==> src/rtl/instruction_prefetch_queue.sv <==
// Instruction prefetch queue: one-outstanding-request fetcher feeding a DEPTH-entry FIFO toward IF/ID.
// Optional macro PREFETCH_BYPASS_EN forwards an ack straight to fetch_* when the queue is empty.
module instruction_prefetch_queue #(
   parameter int          DEPTH    = 4,
   parameter logic [63:0] PC_RESET = 64'h0
) (
   input  logic                     CLOCK,
   input  logic                     RESET,
   input  logic                     redirect_valid,
   input  logic [63:0]              redirect_pc,
   output logic                     imem_req,
   output logic [63:0]              imem_addr,
   input  logic                     imem_ack,
   input  logic [31:0]              imem_data,
   output logic                     fetch_valid,
   output logic [63:0]              fetch_pc,
   output logic [31:0]              fetch_instr,
   input  logic                     fetch_ready,
   output logic [$clog2(DEPTH):0]   occupancy
);

   localparam int PTR_W = $clog2(DEPTH);
   localparam logic [PTR_W:0] FULL_CNT = (PTR_W+1)'(DEPTH);

   typedef enum logic [1:0] {IDLE, WAIT, DROP} stateType;

   stateType         state, stateNext;
   logic [63:0]      nextPc, imemAddrReg;
   logic [63:0]      pcMem    [DEPTH];
   logic [31:0]      instrMem [DEPTH];
   logic [PTR_W-1:0] headPtr, tailPtr;
   logic [PTR_W:0]   count;
   logic             queueEmpty, queueFull, ackKeep, bypassTake, bypassPop;
   logic             doPush, doPop, issueReq;
   logic             unusedPcLsbs;

   assign unusedPcLsbs = ^redirect_pc[1:0];

   assign queueEmpty = (count == '0);
   assign queueFull  = (count == FULL_CNT);
   assign ackKeep    = (state == WAIT) && imem_ack && !redirect_valid;

`ifdef PREFETCH_BYPASS_EN
   assign bypassTake = ackKeep && queueEmpty;
`else
   assign bypassTake = 1'b0;
`endif
   // A bypassed word that the consumer takes immediately never enters the queue.
   assign bypassPop = bypassTake && fetch_ready;
   assign doPush    = ackKeep && !bypassPop;
   assign doPop     = !queueEmpty && fetch_ready && !redirect_valid;

   always_comb begin
      stateNext = state;
      case (state)
         IDLE: if (!redirect_valid && !queueFull) stateNext = WAIT;
         WAIT: begin
            if (imem_ack)            stateNext = IDLE;
            else if (redirect_valid) stateNext = DROP;
         end
         DROP: if (imem_ack) stateNext = IDLE;
         default: stateNext = IDLE;
      endcase
   end

   assign issueReq = (state == IDLE) && (stateNext == WAIT);

   always_ff @(posedge CLOCK) begin
      if (RESET) begin
         state       <= IDLE;
         imemAddrReg <= '0;
         nextPc      <= PC_RESET;
         headPtr     <= '0;
         tailPtr     <= '0;
         count       <= '0;
      end else begin
         state <= stateNext;
         if (issueReq) imemAddrReg <= nextPc;
         if (redirect_valid)  nextPc <= {redirect_pc[63:2], 2'b00};
         else if (ackKeep)    nextPc <= imemAddrReg + 64'd4;
         // Redirect flushes the queue and overrides any same-cycle push or pop.
         if (redirect_valid) begin
            headPtr <= '0;
            tailPtr <= '0;
            count   <= '0;
         end else begin
            if (doPush) tailPtr <= tailPtr + 1'b1;
            if (doPop)  headPtr <= headPtr + 1'b1;
            if (doPush && !doPop)      count <= count + 1'b1;
            else if (!doPush && doPop) count <= count - 1'b1;
         end
      end
   end

   always_ff @(posedge CLOCK) begin
      if (doPush) begin
         pcMem[tailPtr]    <= imemAddrReg;
         instrMem[tailPtr] <= imem_data;
      end
   end

   always_comb begin
      fetch_valid = !queueEmpty || bypassTake;
      fetch_pc    = '0;
      fetch_instr = '0;
      if (!queueEmpty) begin
         fetch_pc    = pcMem[headPtr];
         fetch_instr = instrMem[headPtr];
      end
`ifdef PREFETCH_BYPASS_EN
      else if (bypassTake) begin
         fetch_pc    = imemAddrReg;
         fetch_instr = imem_data;
      end
`endif
   end

   assign imem_req  = (state != IDLE);
   assign imem_addr = imemAddrReg;
   assign occupancy = count;

endmodule

==> config.mk <==
export PLATFORM = sky130hd
export DESIGN_NAME = instruction_prefetch_queue
export DESIGN_NICKNAME = d
export VERILOG_FILES = /design/src/rtl/instruction_prefetch_queue.sv
export SDC_FILE = /design/constraint.sdc
export NUM_CORES = 1
export LEC_CHECK = 0
export ABC_CLOCK_PERIOD_IN_PS = 4800
export CORE_ASPECT_RATIO = 1.25
export CORE_MARGIN = 8
export CORE_UTILIZATION = 47
export CTS_CLUSTER_SIZE = 12
export DETAILED_ROUTE_END_ITERATION = 7
export PLACE_DENSITY = 0.74
export SLEW_MARGIN = 20
export SYNTH_ARGS = -nofsm -noshare
export SYNTH_HDL_FRONTEND = slang
export SYNTH_SLANG_ARGS = --single-unit
==> constraint.sdc <==
create_clock -name CLOCK -period 4.8 [get_ports CLOCK]
set_input_delay 0.48 -clock CLOCK [delete_from_list [all_inputs] [get_ports CLOCK]]
set_output_delay 0.48 -clock CLOCK [all_outputs]
set_load 0.01 [all_outputs]
==> results.cfg <==
[cts]
insertion_delay_ns = 0.60
ctsHoldBuffers = 0
cts_tree = yes
cts-resized-gates = 0
htree_levels = 2
cts.reportedPaths.clkPinSlew_ns = 0.06
clockBufferDepth = 3
post_cts_buffers = 0
cts.sinks = 523
clock-root-buffer = clkbuf_16
cts_made_buffers = 52

[setup_path]
crit_arrival_ns = 3.08
path_max_fanout = 37
reg2reg_depth = 7
critPathMaxStageDelay_ns = 0.82
cp-endpoint = fetch_pc[55]
crit_chain = buf_12 > mux4_2 > and2_1 > clkdlybuf4s50_1
startpoint_type = flip-flop
reg2reg_slack_ns = 1.61
path_buf_inv = 2
crit_family = buffers and inverters
cp.required_ns = 4.32
rr_startpoint = imem_addr[3]$_SDFFE_PP0P_
slowest_stage = dfxtp_4
crit_cells = 4
timing.critical_path.to_type = output port
timing.rr.end = nextPc[56]$_SDFFE_PP0P_
crit_type = reg -> out

[timing]
tightest_slew_ns = 1.00
slew_headroom_pct = 33.1
finClkSkew_ns = 0.0222
maxSlewViolCount = 0
timing.fmax_mhz = 281
hold_viol = 0
setup_viol = 0
rsz0062_at_grt = no
fin_tns_setup_ns = 0
finalCritPeriodShare_pct = 74.1
fin_crit_ns = 3.56

[final_layout]
areaGrowthSynthToFinish_pct = 22.4
final_cell_mix = edfxtp_1 (384), clkdlybuf4s50_1 (261), nand2_1 (206), dfxtp_1 (137), a21oi_1 (128)
final_nets = 1888
drive_above_1_share_pct = 10.9
final_cells = 2403
design_area_um2 = 26200
layout_commonest_cell = edfxtp_1
fillCellCount = 3484

[outcome]
outcome = finished, final reports clean

[drt]
drc_errors = 0
wl_met3_mm = 3.48
route.met2.wl_mm = 28.2
wl_per_cell_um = 22.7
vias = 13696
wl_met1_mm = 21.5
post_drt_via_cell_ratio = 5.70
top_layer_used = met5
antenna_left = 0
dr.pass1.iters = 7
drt_iter0_drc = 1091
finalWirelength_mm = 54.7

[grt]
grt_overflow = 0
grt_max_degree = 108
grt_usage_pct = 20.6
first_global_vias = 13729
antenna_found_initial = 3
grt_pass1_wl_mm = 82.7

[synth]
synth.yosys.seq_area_share_pct = 67.0
synth_cell_type_count = 51
async_flop_share_pct = 0
yosysTopAreaCell = edfxtp_1
ys_warn_count = 0
synth_area_leaders = edfxtp_1 (54%), dfxtp_1 (13%), mux4_2 (10%)
syn-cell-area_um2 = 21400
syn_nets = 1653
synth_edf_count = 384
avgSynthCellArea_um2 = 13.8
ys_ff_latch = 523
syn_inst = 1545
yosys.area.top_type_share_pct = 54.0
ys.flop_type = edfxtp_1

[placement]
place_area_um2 = 24600
hpwlAfterDp_mm = 35.0
gp_congestion = 0.851
io_buffer_count = 263
dp_cells = 2303

[worst_hold_path]
min_path_type = in -> reg

[floorplan]
die_w_um = 207
initial_core_util_pct = 47.5
die_area_um2 = 52600
coreArea_um2 = 45000
die_y_um = 254
io_pins = 266
rows = 87

[power]
p_leak_nw = 8.23
p_per_area_nw_per_um2 = 353
power_mw = 9.22
ir_drop_v = 0.000275

[run]
maxCapViolCount = 0
[cells in the mapped netlist, types with 10 or more instances]
master / count
nor3_1: 15
a211oi_1: 10
nand4_1: 27
mux4_2: 96
dfxtp_1: 139
clkbuf_1: 83
xor2_1: 27
buf_1: 13
o22ai_1: 20
edfxtp_1: 384
a21oi_1: 128
and4_1: 14
nor4_1: 12
nor2_1: 91
nand2_1: 206
nand3_1: 34
and2_1: 106
xnor2_1: 21
o21ai_0: 24
[power breakdown]
group / switching [mW] / internal [mW] / total [mW]
logic: 0.265 / 0.255 / 0.520
clock network: 1.64 / 2.09 / 3.73
registers: 0.0781 / 4.90 / 4.98
[tightest hold or removal path, cell delays in order]
cell and delay, ns:
buf_4 0.16, nand3b_1 0.09, a211oi_1 0.06
[flip-flops by register name, summed over array words and instances (netlist names), named ones only]
signal     count
pcMem        256
instrMem     128
imem_addr     64
nextPc        64
occupancy      3
headPtr        2
state          2
tailPtr        2
[logic make-up after synthesis]
logic type | share of synthesized area (%)
muxes | 10.4
buffers and inverters | 1.95
and+or+nand+nor | 12.5
adders and majority gates | 0.445
DFF | 67.0
xor gates and xnor gates | 1.97
AOI/OAI and AO/OA | 5.65
[layer usage]
layer  up-vias  GRT usage [%]
li1       6246              -
met1      6860           25.8
met2       492           35.7
met3        94           3.98
met4         4           6.52
met5         -              0
[how the worst min path moves through the flow]
stage                                  from                    endpoint  cells after the start
floorplan           nextPc[12]$_SDFFE_PP0P_  imem_addr[12]$_SDFFE_PP0P_                      2
global placement    nextPc[42]$_SDFFE_PP0P_  imem_addr[42]$_SDFFE_PP0P_                      2
detailed placement  nextPc[19]$_SDFFE_PP0P_  imem_addr[19]$_SDFFE_PP0P_                      2
CTS                          redirect_valid         state[1]$_SDFF_PP0_                      3
global route                 redirect_valid         state[1]$_SDFF_PP0_                      3
finish                       redirect_valid         state[1]$_SDFF_PP0_                      3
[per-stage QoR]
step | worst slack (ns) | util [%] | hold slack (ns)
floorplan | 1.05 | - | 0.427
finish | 1.24 | 58.2 | 0.244
CTS | 1.11 | 58.1 | 0.212
global placement | 1.76 | 54.7 | 0.430
detailed placement | 1.70 | 54.7 | 0.442
global route | 1.04 | 58.2 | 0.250
[layout make-up]
cell class,instances,area (um2),share of cell area [%]
Multi-Input combinational cell,913,6670,25.5
Timing Repair Buffer,283,2880,11.0
Clock inverter,8,58.8,0.225
Inverter,7,26.3,0.100
Antenna cell,1,2.50,0.00957
Clock buffer,90,1480,5.65
Tap cell,578,723,2.76
Sequential cell,523,14300,54.7
Power figures use the tool's default switching activity.
